`src/rtl/task_answer_arbiter.sv`:
```
// Round-robin arbiter that shares the task-manager answer port between
// N_REQ answer buffers. One packet is forwarded at a time. Packet length
// is checked against the advertised size, and a watchdog aborts a packet
// that stalls for too long. Error pulses are registered, so each pulse
// appears in the cycle after the event that caused it.
module task_answer_arbiter #(
  parameter int N_REQ   = 4,
  parameter int IDW     = 2,
  parameter int TIMEOUT = 1024
) (
  input  logic                i_clk,
  input  logic                i_rst,
  input  logic [N_REQ-1:0]    i_req_ready,
  input  logic [8*N_REQ-1:0]  i_req_data,
  input  logic [N_REQ-1:0]    i_req_last,
  input  logic [12*N_REQ-1:0] i_req_size,
  output logic [N_REQ-1:0]    o_req_mgr_ready,
  input  logic                i_mgr_ready,
  output logic                o_mgr_valid,
  output logic [7:0]          o_mgr_data,
  output logic                o_mgr_last,
  output logic [11:0]         o_mgr_size,
  output logic [IDW-1:0]      o_grant_id,
  output logic                o_busy,
  output logic                o_len_err,
  output logic                o_timeout,
  output logic [1:0]          o_err_sticky
);

  localparam int WDW = $clog2(TIMEOUT);

  typedef enum logic [1:0] {S_IDLE, S_SEND, S_GAP} state_t;

  state_t         r_state, w_state_next;
  logic [IDW-1:0] r_ptr;
  logic [IDW-1:0] r_grant;
  logic [11:0]    r_size;
  logic [11:0]    r_cnt;
  logic [WDW-1:0] r_wdog;
  logic           r_len_err;
  logic           r_timeout;
  logic [1:0]     r_sticky;

  logic           w_found;
  logic [IDW-1:0] w_pick;
  logic [11:0]    w_pick_size;
  logic [11:0]    w_cnt_inc;
  logic           w_xfer;
  logic           w_start;
  logic           w_skip;
  logic           w_len_evt;
  logic           w_to_evt;

  // Index arithmetic modulo N_REQ, valid for non-power-of-two counts too.
  function automatic logic [IDW-1:0] wrap_idx(input int v);
    return IDW'(v % N_REQ);
  endfunction

  // Round-robin search: first requester at or after r_ptr, wrapping.
  // Scanning downward lets the lowest offset from r_ptr win.
  always_comb begin
    w_found = 1'b0;
    w_pick  = '0;
    for (int i = N_REQ - 1; i >= 0; i--) begin
      if (i_req_ready[wrap_idx(int'(r_ptr) + i)]) begin
        w_found = 1'b1;
        w_pick  = wrap_idx(int'(r_ptr) + i);
      end
    end
  end

  assign w_pick_size = i_req_size[12*int'(w_pick) +: 12];
  assign w_cnt_inc   = r_cnt + 12'd1;
  assign w_xfer      = (r_state == S_SEND) & i_mgr_ready & i_req_ready[r_grant];

  // Next-state logic, event strobes and the combinational manager-side mux.
  always_comb begin
    // NOTE: every signal gets a default before the case; a path that left one
    // unassigned would infer a latch.
    w_state_next    = r_state;
    w_start         = 1'b0;
    w_skip          = 1'b0;
    w_len_evt       = 1'b0;
    w_to_evt        = 1'b0;
    o_mgr_valid     = 1'b0;
    o_mgr_data      = 8'd0;
    o_mgr_last      = 1'b0;
    o_req_mgr_ready = '0;
    o_busy          = 1'b0;
    case (r_state)
      S_IDLE: begin
        if (w_found) begin
          if (w_pick_size != 12'd0) begin
            w_start      = 1'b1;
            w_state_next = S_SEND;
          end else begin
            w_skip    = 1'b1;
            w_len_evt = 1'b1;
          end
        end
      end
      S_SEND: begin
        o_busy          = 1'b1;
        o_mgr_valid     = i_req_ready[r_grant];
        o_mgr_data      = i_req_data[8*int'(r_grant) +: 8];
        o_mgr_last      = i_req_last[r_grant] & i_req_ready[r_grant];
        o_req_mgr_ready = N_REQ'(i_mgr_ready) << r_grant;
        if (w_xfer) begin
          if (i_req_last[r_grant]) begin
            w_len_evt    = (w_cnt_inc != r_size);
            w_state_next = S_GAP;
          end else begin
            // Overrun: the size is reached without a last flag.
            w_len_evt = (w_cnt_inc == r_size);
          end
        end else if (r_wdog == WDW'(TIMEOUT - 1)) begin
          w_to_evt     = 1'b1;
          w_state_next = S_GAP;
        end
      end
      S_GAP:   w_state_next = S_IDLE;
      default: w_state_next = S_IDLE;
    endcase
  end

  // State register.
  always_ff @(posedge i_clk) begin
    // NOTE: clocked state is written with <= so that every register samples
    // pre-edge values regardless of statement order.
    if (i_rst) r_state <= S_IDLE;
    else       r_state <= w_state_next;
  end

  // Grant, pointer, byte counter, watchdog and error registers.
  always_ff @(posedge i_clk) begin
    if (i_rst) begin
      r_ptr     <= '0;
      r_grant   <= '0;
      r_size    <= '0;
      r_cnt     <= '0;
      r_wdog    <= '0;
      r_len_err <= 1'b0;
      r_timeout <= 1'b0;
      r_sticky  <= 2'b00;
    end else begin
      r_len_err <= w_len_evt;
      r_timeout <= w_to_evt;
      r_sticky  <= r_sticky | {w_to_evt, w_len_evt};
      if (w_start) begin
        r_grant <= w_pick;
        r_size  <= w_pick_size;
        r_cnt   <= '0;
        r_wdog  <= '0;
      end
      if (w_skip) r_ptr <= wrap_idx(int'(w_pick) + 1);
      if (r_state == S_SEND) begin
        if (w_xfer) begin
          r_cnt  <= w_cnt_inc;
          r_wdog <= '0;
        end else begin
          r_wdog <= r_wdog + WDW'(1);
        end
      end
      if (r_state == S_GAP) begin
        r_ptr  <= wrap_idx(int'(r_grant) + 1);
        r_size <= '0;
      end
    end
  end

  assign o_grant_id   = r_grant;
  assign o_mgr_size   = r_size;
  assign o_len_err    = r_len_err;
  assign o_timeout    = r_timeout;
  assign o_err_sticky = r_sticky;

endmodule

```
`config.mk`:
```
export PLATFORM = sky130hd
export DESIGN_NAME = task_answer_arbiter
export DESIGN_NICKNAME = d
export VERILOG_FILES = /design/src/rtl/task_answer_arbiter.sv
export SDC_FILE = /design/constraint.sdc
export NUM_CORES = 1
export LEC_CHECK = 0
export ABC_AREA = 0
export BUFFER_PORTS_ARGS = -buffer_cell sky130_fd_sc_hd__buf_2
export CORE_MARGIN = 2
export CORE_UTILIZATION = 53
export CTS_BUF_LIST = sky130_fd_sc_hd__clkbuf_16
export CTS_CLUSTER_DIAMETER = 30
export DETAILED_ROUTE_END_ITERATION = 6
export PLACE_DENSITY = 0.86
export SKIP_LAST_GASP = 1
export SYNTH_ARGS = -nofsm -noshare
export SYNTH_HDL_FRONTEND = slang
export SYNTH_SLANG_ARGS = --single-unit
```
`constraint.sdc`:
```
create_clock -name i_clk -period 7.1 [get_ports i_clk]
set_input_delay 1.42 -clock i_clk [delete_from_list [all_inputs] [get_ports i_clk]]
set_output_delay 1.42 -clock i_clk [all_outputs]
set_load 0.03 [all_outputs]
```
==> impl_metrics.env <==
export IMPL_setup_viol=0
export IMPL_antenna_found_initial=0
export IMPL_grt_max_degree=31
export IMPL_viasPerCell=5.90
export IMPL_worstSetupPathType="in -> reg"
export IMPL_place_hpwl_mm=6.33
export IMPL_die_x_um=80.9
export IMPL_fin_skew_ns=0.00683
export IMPL_diodes=0
export IMPL_die_y_um=80.9
export IMPL_clkSlewWorstSetupHoldPaths_ns=0.07
export IMPL_cts_tree="built"
export IMPL_ioPinCount=124
export IMPL_syn_area_um2=3140
export IMPL_cp_start_kind="primary input"
export IMPL_status="complete, no violations"
export IMPL_synth_edf_count=0
export IMPL_synth_cell_types=57
export IMPL_place_inst=529
export IMPL_pwr_density_cell_nw_per_um2=186
export IMPL_yosysWarnings=0
export IMPL_period_needed_ns=4.47
export IMPL_seq_area_frac_synth_pct=28.1
export IMPL_rr_worst_depth=9
export IMPL_crit_path_max_fanout=22
export IMPL_num_rows=28
export IMPL_worst_slew_pin_slew_ns=1.09
export IMPL_dp_worst_setup_slack_ns=2.36
export IMPL_grt_pass1_vias=3058
export IMPL_ant_nets=0
export IMPL_clk_path_buf_depth=2
export IMPL_synthTopCellsByArea="dfxtp_1 (28%), mux2i_1 (8.9%), mux4_2 (7.2%)"
export IMPL_layout_common_cells="buf_2 (123), dfxtp_1 (44), mux2i_1 (28), nor2_1 (22), nand2_1 (20)"
export IMPL_required_ns=7.29
export IMPL_grt_setup_unrepaired="no"
export IMPL_fin_tns_setup_ns=0
export IMPL_maxSlewViolCount=0
export IMPL_dr_pass1_iters=5
export IMPL_cellLeakagePower_nw=1.61
export IMPL_initial_core_util_pct=54.0
export IMPL_grt_pass1_wl_mm=13.5
export IMPL_synth_seq_cells=44
export IMPL_post_cts_buffers=0
export IMPL_root_buffer="clkbuf_16"
export IMPL_fin_cells=537
export IMPL_cts_buffers=5
export IMPL_area_delta_synth_final_pct=23.9
export IMPL_n_fill_cell=475
export IMPL_final_common_cell="buf_2"
export IMPL_hold_depth=2
export IMPL_ctsHtreeMaxLevel=2
export IMPL_fp_coreArea_um2=5820
export IMPL_wl_per_cell_um=15.5
export IMPL_hold_violations=0
export IMPL_grt_overflow=0
export IMPL_endpoint_kind="register"
export IMPL_synthesis_nets=450
export IMPL_synth_top_cell_area_share_pct=28.1
export IMPL_nNetsFinal=554
export IMPL_vias=3170
export IMPL_clk_latency_ns=0.29
export IMPL_dr_first_iter_drc_count=219
export IMPL_vdd_drop_max_uv=176
export IMPL_timing_final_crit_share_pct=63.0
export IMPL_multi_input_area_um2=2090
export IMPL_slew_headroom_pct=27.3
export IMPL_hold_class="reg -> reg"
export IMPL_dieArea_um2=6550
export IMPL_regArea_um2=881
export IMPL_globalplace_congestion=0.856
export IMPL_port_buffers=123
export IMPL_finalWorstSetupSlack_ns=2.63
export IMPL_synth_largest_area_cell="dfxtp_1"
export IMPL_clock_sinks=44
export IMPL_synthFlopType="dfxtp_1"
export IMPL_remaining_drc_errors=0
export IMPL_syn_inst=357
export IMPL_synthArstFlopShare_pct=0
export IMPL_worstPathArrival_ns=4.66
export IMPL_cap_viol_max_count=0
export IMPL_routed_wl_mm=8.32
export IMPL_ctsHoldBuffers=0
export IMPL_avgSynthCellArea_um2=8.79
export IMPL_grt_use_total_pct=25.9
export IMPL_drive_gt1_share_pct=35.9
export IMPL_fin_total_pwr_mw=0.724
export IMPL_cts_resized=0
export IMPL_fmax_mhz=224
report_power, final:
part           internal, mW  switching (mW)
combinational        0.0783           0.102
clock                 0.167           0.100
sequential            0.258          0.0181
total                 0.504           0.220
cell usage after synthesis, drive strengths merged, types with 2 or more instances:
cell type and count:
nor4 4, buf 8, xnor2 15, ha 2, a31oi 8, nand3b 2
mux2i 28, o22ai 4, dfxtp 44, or3 2, clkbuf 19, o31ai 5
or4 5, nand2b 5, a21oi 17, nand2 20, o21ai 17, nor3 18
nand4b 2, nor2 22, and2 10, inv 9, o211ai 7, nand3 13
mux2 14, nand4 6, xor2 10, o21a 3, and3 7, mux4 10
a31o 4
flip-flops by register name (all words and copies together) (netlist names):
signal and count:
o_len_err 1, r_ptr 2, r_state 2, o_timeout 1, r_wdog 10, r_cnt 12, o_grant_id 2, o_err_sticky 2
o_mgr_size 12
layout make-up:
class | count | share of cell area, %
clock buffer | 5 | 3.22
clock inverter | 3 | 1.19
inverter | 9 | 0.869
multi-input combinational | 277 | 53.6
sequential | 44 | 22.7
tap | 75 | 2.41
timing repair buffer | 124 | 16.0
layer usage:
metal,wire [µm],global-route usage [%],share of wire [%],vias up
met5,0,0,0,-
met4,136,8.47,1.6,0
met3,622,2.78,7.5,16
met2,4230,48.7,51,138
met1,3340,30.5,40,1482
li1,-,-,-,1534
through the flow:
step           hold slack [ns]  utilization (%)  cell area (µm²)
5_1_grt                  0.490             66.9             3890
3_3_place_gp             0.439             63.9             3720
6_report                 0.453             66.9             3890
4_1_cts                  0.457             66.9             3890
2_1_floorplan            0.431                -             3140
3_5_place_dp             0.448             63.9             3720
cell families after synthesis:
kind of cell	after synthesis	share of synthesized area [%]
fa+ha+maj	2	0.797
flops	44	28.1
simple gates	121	21.3
buf+inv	36	5.46
xor+xnor	25	6.98
compound gates	77	16.1
mux	52	21.3
path summary, 6_finish.rpt:
kind                            slack, ns               to            start
worst min-delay path                 0.45  o_err_sticky[0]  o_err_sticky[0]
worst min register to register       0.45  o_err_sticky[0]  o_err_sticky[0]
worst max register to register       3.53         r_cnt[3]         r_ptr[1]
worst max-delay path                 2.63         r_cnt[3]   i_req_ready[0]
worst max-delay path, cell delays in order:
cell and delay [ns]:
buf_2 0.12, a21o_1 0.17, a21oi_1 0.14, o22a_1 0.89, mux2i_1 0.29, mux2_2 0.21
nand4_1 0.17, nor3_4 0.54, nor2_1 0.37, nor4_1 0.33
No activity file was read; power rests on OpenSTA's default activity.
